--- src/rtl/keypad_in.sv ---
// -----------------------------------------------------------------------------
// keypad_in
//
// Memory-mapped keypad input peripheral. The block scans a 4x4 matrix keypad
// and debounces each press and release. It builds a decimal number of up to
// four digits (0..9999). When the confirm key (#) is pressed, it hands that
// number to the CPU as a 16-bit read word with a read-to-clear valid flag.
//
// Key map (row r, column c; column c is active when kb_col[c] == 0):
//   r0: 1 2 3 A    r1: 4 5 6 B    r2: 7 8 9 C    r3: * 0 # D
//   A = backspace, * = clear, # = confirm, B/C/D = no effect.
//
// Ports:
//   kb_clk    in   system clock, all logic on the rising edge
//   kbrst     in   synchronous active-high reset
//   kbread    in   one-cycle CPU read strobe, clears kb_valid
//   kb_row    in   [3:0] keypad rows, active-low, asynchronous to kb_clk
//   kb_col    out  [3:0] keypad column drive, one-cold
//   kbrdata   out  [15:0] last confirmed value (binary, 0..9999)
//   kb_valid  out  confirmed value not yet read
//   kb_entry  out  [15:0] number currently being typed (binary, 0..9999)
// -----------------------------------------------------------------------------
module keypad_in #(
  parameter int SCAN_PERIOD = 20000,
  parameter int DEBOUNCE    = 200000
) (
  input  logic        kb_clk,
  input  logic        kbrst,
  input  logic        kbread,
  input  logic [3:0]  kb_row,
  output logic [3:0]  kb_col,
  output logic [15:0] kbrdata,
  output logic        kb_valid,
  output logic [15:0] kb_entry
);

  // One counter serves the scan period and both debounce windows, so it must
  // be wide enough for the longer of the two.
  localparam int CNT_MAX = (SCAN_PERIOD > DEBOUNCE) ? SCAN_PERIOD : DEBOUNCE;
  localparam int CNT_W   = $clog2(CNT_MAX + 1);

  localparam logic [CNT_W-1:0] SCAN_LAST = CNT_W'(SCAN_PERIOD - 1);
  localparam logic [CNT_W-1:0] DEB_LAST  = CNT_W'(DEBOUNCE - 1);

  typedef enum logic [2:0] {
    ST_SCAN,
    ST_DEB_PRESS,
    ST_ACT,
    ST_WAIT_REL,
    ST_DEB_REL
  } state_e;

  // Digit keys use their numeric value as the code, so the code can be added
  // straight into the entry value.
  typedef enum logic [3:0] {
    K_0, K_1, K_2, K_3, K_4, K_5, K_6, K_7, K_8, K_9,
    K_A, K_B, K_C, K_D, K_STAR, K_HASH
  } key_e;

  state_e           state_q, state_d;
  logic [CNT_W-1:0] cnt_q, cnt_d;
  logic [3:0]       col_q, col_d;
  logic [3:0]       cap_q, cap_d;      // row pattern captured at press start
  logic [3:0]       row_s1_q, row_s2_q;
  logic [15:0]      entry_q, entry_d;
  logic [15:0]      rdata_q, rdata_d;
  logic             valid_q, valid_d;

  logic [3:0]       row;
  logic [1:0]       row_idx, col_idx;
  key_e             key;
  logic [16:0]      append;

  assign row = row_s2_q;

  // ---------------------------------------------------------------------------
  // State register
  // ---------------------------------------------------------------------------
  // NOTE: sequential state uses non-blocking assignments only, so every flop
  // samples values from before the edge regardless of statement order.
  always_ff @(posedge kb_clk) begin
    if (kbrst) begin
      // NOTE: the synchronizer resets to "no key" (all rows high). Otherwise
      // the first cycles after reset could see a phantom press.
      row_s1_q <= 4'hF;
      row_s2_q <= 4'hF;
      state_q  <= ST_SCAN;
      cnt_q    <= '0;
      col_q    <= 4'b1110;
      cap_q    <= 4'hF;
      entry_q  <= '0;
      rdata_q  <= '0;
      valid_q  <= 1'b0;
    end else begin
      row_s1_q <= kb_row;
      row_s2_q <= row_s1_q;
      state_q  <= state_d;
      cnt_q    <= cnt_d;
      col_q    <= col_d;
      cap_q    <= cap_d;
      entry_q  <= entry_d;
      rdata_q  <= rdata_d;
      valid_q  <= valid_d;
    end
  end

  // ---------------------------------------------------------------------------
  // Next-state logic: scanning, debouncing and column rotation
  // ---------------------------------------------------------------------------
  // NOTE: every signal written here gets a default first. A path that leaves
  // a signal unassigned would otherwise infer a latch.
  always_comb begin
    state_d = state_q;
    cnt_d   = cnt_q;
    col_d   = col_q;
    cap_d   = cap_q;
    unique case (state_q)
      ST_SCAN: begin
        if (row != 4'hF) begin
          // A press freezes the column, so the decode sees the column that
          // was driven when the press was seen.
          cap_d   = row;
          cnt_d   = '0;
          state_d = ST_DEB_PRESS;
        end else if (cnt_q == SCAN_LAST) begin
          col_d = {col_q[2:0], col_q[3]};
          cnt_d = '0;
        end else begin
          cnt_d = cnt_q + CNT_W'(1);
        end
      end
      ST_DEB_PRESS: begin
        if (row != cap_q) begin
          cnt_d   = '0;
          state_d = ST_SCAN;
        end else if (cnt_q == DEB_LAST) begin
          cnt_d   = '0;
          state_d = ST_ACT;
        end else begin
          cnt_d = cnt_q + CNT_W'(1);
        end
      end
      ST_ACT: begin
        state_d = ST_WAIT_REL;
      end
      ST_WAIT_REL: begin
        if (row == 4'hF) begin
          cnt_d   = '0;
          state_d = ST_DEB_REL;
        end
      end
      ST_DEB_REL: begin
        if (row != 4'hF) begin
          state_d = ST_WAIT_REL;
        end else if (cnt_q == DEB_LAST) begin
          cnt_d   = '0;
          state_d = ST_SCAN;
        end else begin
          cnt_d = cnt_q + CNT_W'(1);
        end
      end
      default: begin
        cnt_d   = '0;
        state_d = ST_SCAN;
      end
    endcase
  end

  // ---------------------------------------------------------------------------
  // Key decode. When several rows are low, the lowest row index wins.
  // ---------------------------------------------------------------------------
  always_comb begin
    row_idx = 2'd0;
    col_idx = 2'd0;
    for (int i = 3; i >= 0; i--) begin
      if (!cap_q[i]) row_idx = 2'(i);
      if (!col_q[i]) col_idx = 2'(i);
    end
    case ({row_idx, col_idx})
      4'd0:    key = K_1;
      4'd1:    key = K_2;
      4'd2:    key = K_3;
      4'd3:    key = K_A;
      4'd4:    key = K_4;
      4'd5:    key = K_5;
      4'd6:    key = K_6;
      4'd7:    key = K_B;
      4'd8:    key = K_7;
      4'd9:    key = K_8;
      4'd10:   key = K_9;
      4'd11:   key = K_C;
      4'd12:   key = K_STAR;
      4'd13:   key = K_0;
      4'd14:   key = K_HASH;
      default: key = K_D;
    endcase
  end

  // ---------------------------------------------------------------------------
  // Output logic: key actions and CPU read handshake
  // ---------------------------------------------------------------------------
  always_comb begin
    entry_d = entry_q;
    rdata_d = rdata_q;
    valid_d = valid_q;
    // 9999 * 10 + 9 still fits in 17 bits, so the overflow test cannot wrap.
    append  = 17'(entry_q) * 17'd10 + 17'(key);

    if (kbread) valid_d = 1'b0;

    // The action is applied after the read clear, so a confirm that lands on
    // the same cycle as a read leaves the flag set.
    if (state_q == ST_ACT) begin
      case (key)
        K_0, K_1, K_2, K_3, K_4, K_5, K_6, K_7, K_8, K_9: begin
          if (append <= 17'd9999) entry_d = append[15:0];
        end
        K_A:     entry_d = entry_q / 16'd10;
        K_STAR:  entry_d = '0;
        K_HASH: begin
          rdata_d = entry_q;
          valid_d = 1'b1;
          entry_d = '0;
        end
        default: ;
      endcase
    end
  end

  assign kb_col   = col_q;
  assign kbrdata  = rdata_q;
  assign kb_valid = valid_q;
  assign kb_entry = entry_q;

endmodule
--- config.mk ---
export PLATFORM = sky130hd
export DESIGN_NAME = keypad_in
export DESIGN_NICKNAME = d
export VERILOG_FILES = /design/src/rtl/keypad_in.sv
export SDC_FILE = /design/constraint.sdc
export NUM_CORES = 1
export LEC_CHECK = 0
export ABC_AREA = 1
export BUFFER_PORTS_ARGS = -buffer_cell sky130_fd_sc_hd__buf_2
export CORE_MARGIN = 2
export CORE_UTILIZATION = 40
export CTS_CLUSTER_SIZE = 16
export DETAILED_ROUTE_END_ITERATION = 6
export PLACE_DENSITY_LB_ADDON = 0.05
export RECOVER_POWER = 100
export SLEW_MARGIN = 20
export SYNTH_ARGS = -nofsm -noshare
export SYNTH_HDL_FRONTEND = slang
export SYNTH_SLANG_ARGS = --single-unit
--- constraint.sdc ---
create_clock -name kb_clk -period 6 [get_ports kb_clk]
set_input_delay 1.2 -clock kb_clk [delete_from_list [all_inputs] [get_ports kb_clk]]
set_output_delay 1.2 -clock kb_clk [all_outputs]
set_load 0.01 [all_outputs]
Word-level counts from Yosys, hierarchy flattened
Memory sizes are Yosys's and may differ from the RTL's.
Index checks and enable logic that the tools add are counted.
- $add $sub $neg: 2
- multiply operators: 1
- divide/modulo/power cells: 1
- magnitude comparators: 1
- equality and inequality tests: 27
- mux-type cells: 27
- bitwise logic cells: 2
- reductions and logical operators: 11
- operators with widths (cell ; number):
    2-to-1 mux 18 bit ; 6
    case mux 18 bit (5 select lines) ; 1
    case mux 16 bit (3 select lines) ; 1
    equality test 4 bit (second input constant) ; 6
    adder 18 x 1 -> 18 bit (second input constant) ; 1
    equality test 18 x 15 -> 1 bit (second input constant) ; 1
    equality test 18 bit (second input constant) ; 1
    2-to-1 mux 3 bit ; 6
    adder 17 x 4 -> 17 bit ; 1
    less-or-equal comparator 17 x 14 -> 1 bit (second input constant) ; 1
    divider 16 x 4 -> 16 bit (second input constant) ; 1
    equality test 4 x 3 -> 1 bit (second input constant) ; 4
    multiplier 16 x 3 -> 16 bit (second input constant) ; 1
    2-to-1 mux 16 bit ; 1
    2-to-1 mux 2 bit ; 8
    case mux 3 bit (5 select lines) ; 1
    OR reduction 10 bit ; 1
    AND reduction 3 bit ; 3
    equality test 4 x 2 -> 1 bit (second input constant) ; 2
    inequality test 2 bit (second input constant) ; 4
    equality test 3 x 2 -> 1 bit (second input constant) ; 2
    inequality test 3 bit (second input constant) ; 2
    equality test 4 x 1 -> 1 bit (second input constant) ; 1
    zero test 4 bit ; 1
    other kinds (11) ; 15
- bits in registers: 70
- memory bits (read-only): 64
- input bits: 7
- word-level logic and storage cells: 82
- memories: 1
- memory list (name ; words ; bits a word ; rd ports ; clocked after Yosys merged registers in ; wr ports ; RTL line ; text):
    (no name shown) ; 16 ; 4 ; 1 ; 0 ; 0 ; 179 ; case ({row_idx, col_idx})

Longest topological paths before layout
An unclocked memory read counts as a cell.
- word-level depth: 9
- depth in mapped cells: 54

Worst setup path after synthesis
OpenSTA, ideal clock, no wires.
- path type: reg2reg
- start point: register col_q[2] (netlist: kb_col[2])
- end point: register entry_q[0] (netlist: kb_entry[0])
- data arrival time: 4319 ps
- required time: 5878 ps
- path slack: 1559 ps
- stages on the path, launching flop included: 28
- path through: dfxtp_1 > nand2_1 > a21oi_1 > inv_1 > ha_1 > nand2_1 > inv_1 > o21ai_0 > nand2_1 > inv_1 > ha_1 > inv_1 > fa_1 > o21ai_0 > nand4_1 > nor2_1 > nand4_1 > nor2_1 > nand2_1 > xor2_1 > nor4_1 > o21ai_0 > nor2_1 > inv_1 > clkbuf_1 > clkbuf_1 > a21oi_1 > a21oi_2
- word-level cells in the longest chain between the ends: 8
- RTL lines (what ; RTL line ; text):
    start, declared ; 62 ; logic [3:0] col_q, col_d;
    start signal, assigned ; 99 ; col_q <= col_d;
    2-to-1 mux 2 bit (*) (3 in a row) ; 177 ; if (!col_q[i]) col_idx = 2'(i);
    memory (16 x 4 bit) (*) ; -- ;
    adder 17 x 4 -> 17 bit, or another cell as far along ; 207 ; append = 17'(entry_q) * 17'd10 + 17'(key);
    less-or-equal comparator 17 x 14 -> 1 bit, or another cell as far along ; 216 ; if (append <= 17'd9999) entry_d = append[15:0];
    inequality test 2 bit (no source line) or nonzero test 3 bit (tied branches) ; -- ;
    AND reduction 3 bit (no source line) ; -- ;
    end signal, assigned ; 101 ; entry_q <= entry_d;
    end, declared ; 65 ; logic [15:0] entry_q, entry_d;
Every way passes the cells marked *; elsewhere a longest branch is shown, timed or not. The select of a mux whose other input is x is not followed.
A chain may end at the register's enable or synchronous reset.

Final worst setup path
- start point: register col_q[3] (netlist: kb_col[3])
- end point: register entry_q[8] (netlist: kb_entry[8])
- word-level cells in the longest chain between the ends: 9
- RTL lines (what ; RTL line):
    2-to-1 mux 2 bit (*) (4 in a row) ; 177
    memory (16 x 4 bit) (*) ; --
    adder 17 x 4 -> 17 bit, or another cell as far along ; 207
    less-or-equal comparator 17 x 14 -> 1 bit, or another cell as far along ; 216
    inequality test 2 bit (no source line) or nonzero test 3 bit (tied branches) ; --
    AND reduction 3 bit (no source line) ; --
Marked as above.

==> results.yml <==
run_status:
  status: "finished, violations left"
  violations: "capacitance limit, slew limit"
worst_setup_path:
  path_class: "flip-flop to flip-flop"
  cp.arrival_ns: 5.38
  cpPeakStageDelay_ns: 0.46
  cpMaxStageDelayCell: "inv_1"
  critPathMaxFanout: 29
  cp_cell_sequence: "inv_1, nand2_1, a21oi_1, inv_1, ha_1, nand2_1, nand2_1, o32ai_1, inv_1, fa_1, o21ai_0, nand3_1, xnor2_1, inv_1, o41ai_1, o311ai_0, nand3_1, inv_1, nor4_1, o21ai_0, nor2_1, inv_1, a21oi_1, a221oi_1"
  critPathCaptureType: "flip-flop"
  cp.required_ns: 6.16
  startpoint_type: "flip-flop"
  crit_top_cell: "inv_1"
logic_synthesis:
  ys_warn_count: 0
  synth_top_area_share_pct: 27.0
  synth_edf_count: 0
  yosysSeqAreaShare_pct: 27.0
  syn_area_um2: 5180
  async_reset_ff_share_pct: 0
  ys_seq_elements: 70
  synthFlopType: "dfxtp_1"
  synth.distinct_cells: 42
  synth_nets: 800
  syn_area_per_cell_um2: 6.84
  synth_cells: 757
  post-synth-top-area-cell: "dfxtp_1"
  synth.area.top_cells: "dfxtp_1, nand2_1, ha_1"
floorplan:
  num_io_pins: 44
  core.rowCount: 41
  core_um2: 12600
  fp.dieW_um: 118
  fp.dieH_um: 118
  initial_core_util_pct: 41.1
  fp.dieArea_um2: 13900
final_layout:
  utilization_pct: 46.3
  seqCellArea_um2: 1400
  antenna_cells: 0
  syn_to_final_growth_pct: 12.8
  final_cells: 973
  nets: 839
  n_fill_cell: 1360
  final_cell_mix: "nand2_1, inv_1, dfxtp_1"
  final_common_cell: "nand2_1"
  multi_input_area_um2: 3290
  final_layout_size_suffix_gt1_share_pct: 11.4
drt:
  antenna_left: 0
  drt_iter0_markers: 258
  avgRoutedWirePerCell_um: 13.2
  vias: 4961
  dr.pass1.iters: 5
  via_per_inst: 5.10
  wl_um: 12800
  drc: 0
placed_design:
  place_congestion: 0.833
  dp_cells: 957
  port_buffers: 43
  dp_hpwl_um: 9450
sta:
  fin_setup_tns_ns: 0
  relSlewSlack_pct: -18.8
  fin_crit_ns: 5.22
  fmax_mhz: 191
  setup_viol: 0
  maxSlewViolCount: 16
  hold_violations: 0
  period_share_pct: 87.1
  worst_pin_slew_ns: 1.76
  grt_setup_unrepaired: "false"
  clock_skew_ns: 0.00879
clock_network:
  cts_tree: "yes"
  holdBufCountCts: 0
  clockBufferDepth: 2
  root_buffer: "clkbuf_16"
  cts-htree-levels: 3
  insertion_delay_ns: 0.35
  postCtsSetupBuffers: 0
  cts_buffers: 9
  cts_resized: 0
  cts.clk_slew.worst_paths_ns: 0.06
  clock-sinks: 70
global_route:
  grt_pass1_wl_um: 21400
  track_usage_pct: 18.9
  grt_pass1_vias: 4386
  antenna_found_initial: 0
  grt_max_degree: 32
  overflow: 0
job:
  max_cap_violations: 1
hold_path:
  hold_path_class: "flip-flop to flip-flop"
==> path summary, 6_finish.rpt <==
check / cells past startpoint / slack, ns / start / end
max: 24 / 0.78 / kb_col[3] / kb_entry[8]
min: 1 / 0.41 / row_s1_q[3] / row[3]
max reg2reg: 24 / 0.78 / kb_col[3] / kb_entry[8]
min reg2reg: 1 / 0.41 / row_s1_q[3] / row[3]
==> routing by layer <==
metal,track usage (%),wire length [µm],share of wire [%],vias up
met5,0,0,0,-
met4,5.87,148,1.2,0
met3,3.68,481,3.8,11
met2,28.4,5580,44,82
met1,27.0,6590,51,2253
li1,-,-,-,2615
==> area by class of cell <==
cell class / count / share of cell area, %
Multi-Input combinational cell: 558 / 56.3
Clock buffer: 11 / 3.98
Sequential cell: 70 / 24.0
Inverter: 113 / 7.25
Timing Repair Buffer: 44 / 3.00
Tap cell: 172 / 3.68
Clock inverter: 5 / 1.82
==> synth_stat cells, types with 4 or more instances <==
cell type and instances:
a211oi_1 9, a21oi_1 54, a221oi_1 9, clkbuf_1 15, dfxtp_1 70, ha_1 34, inv_1 101, inv_2 9
nand2_1 134, nand2_2 28, nand2_4 7, nand3_1 67, nand3_2 6, nand4_1 14, nor2_1 53, nor3_1 11
nor3b_1 5, nor4_1 11, o211ai_1 4, o21ai_0 31, o21ai_1 8, o21bai_1 6, or2_2 11, xnor2_1 7
xor2_1 23
==> state kept, by name, indices dropped and copies added (netlist names) <==
register and flops:
row_s1_q 4, cnt_q 18, kb_col 4, row 4, kbrdata 16, cap_q 4, kb_entry 16, state_q 3
kb_valid 1
==> per-stage QoR <==
step	setup slack (ns)	area (µm²)	hold WS (ns)
after global routing	0.131	5850	0.429
after floorplan	1.56	5180	0.389
after detailed placement	0.840	5560	0.394
after global placement	1.12	5560	0.394
final	0.777	5850	0.406
after CTS	0.828	5890	0.408
==> kinds of logic (layout without fill, tap and decap cells) <==
| kind of cell | after synthesis | after routing | share of synthesized area (%) |
|---|---|---|---|
| AND/OR/NAND/NOR | 352 | 352 | 32.9 |
| AO/OA/AOI/OAI | 140 | 140 | 16.6 |
| buffers and inverters | 129 | 173 | 9.42 |
| flip-flops | 70 | 70 | 27.0 |
| adder cells (fa/ha/maj) | 36 | 36 | 8.98 |
| XOR/XNOR | 30 | 30 | 5.07 |
==> critical path, delay by kind of cell, from the launching register on <==
family | cells | cell delay (ns)
buffers and inverters | 6 | 0.98
adder cells (fa/ha/maj) | 2 | 0.77
AO/OA/AOI/OAI | 8 | 1.89
flip-flops | 1 | 0.32
XOR/XNOR | 1 | 0.19
AND/OR/NAND/NOR | 7 | 0.88
Power is not shown: default switching activity piles up to over one toggle a cycle in this logic, so the estimate is an artifact.
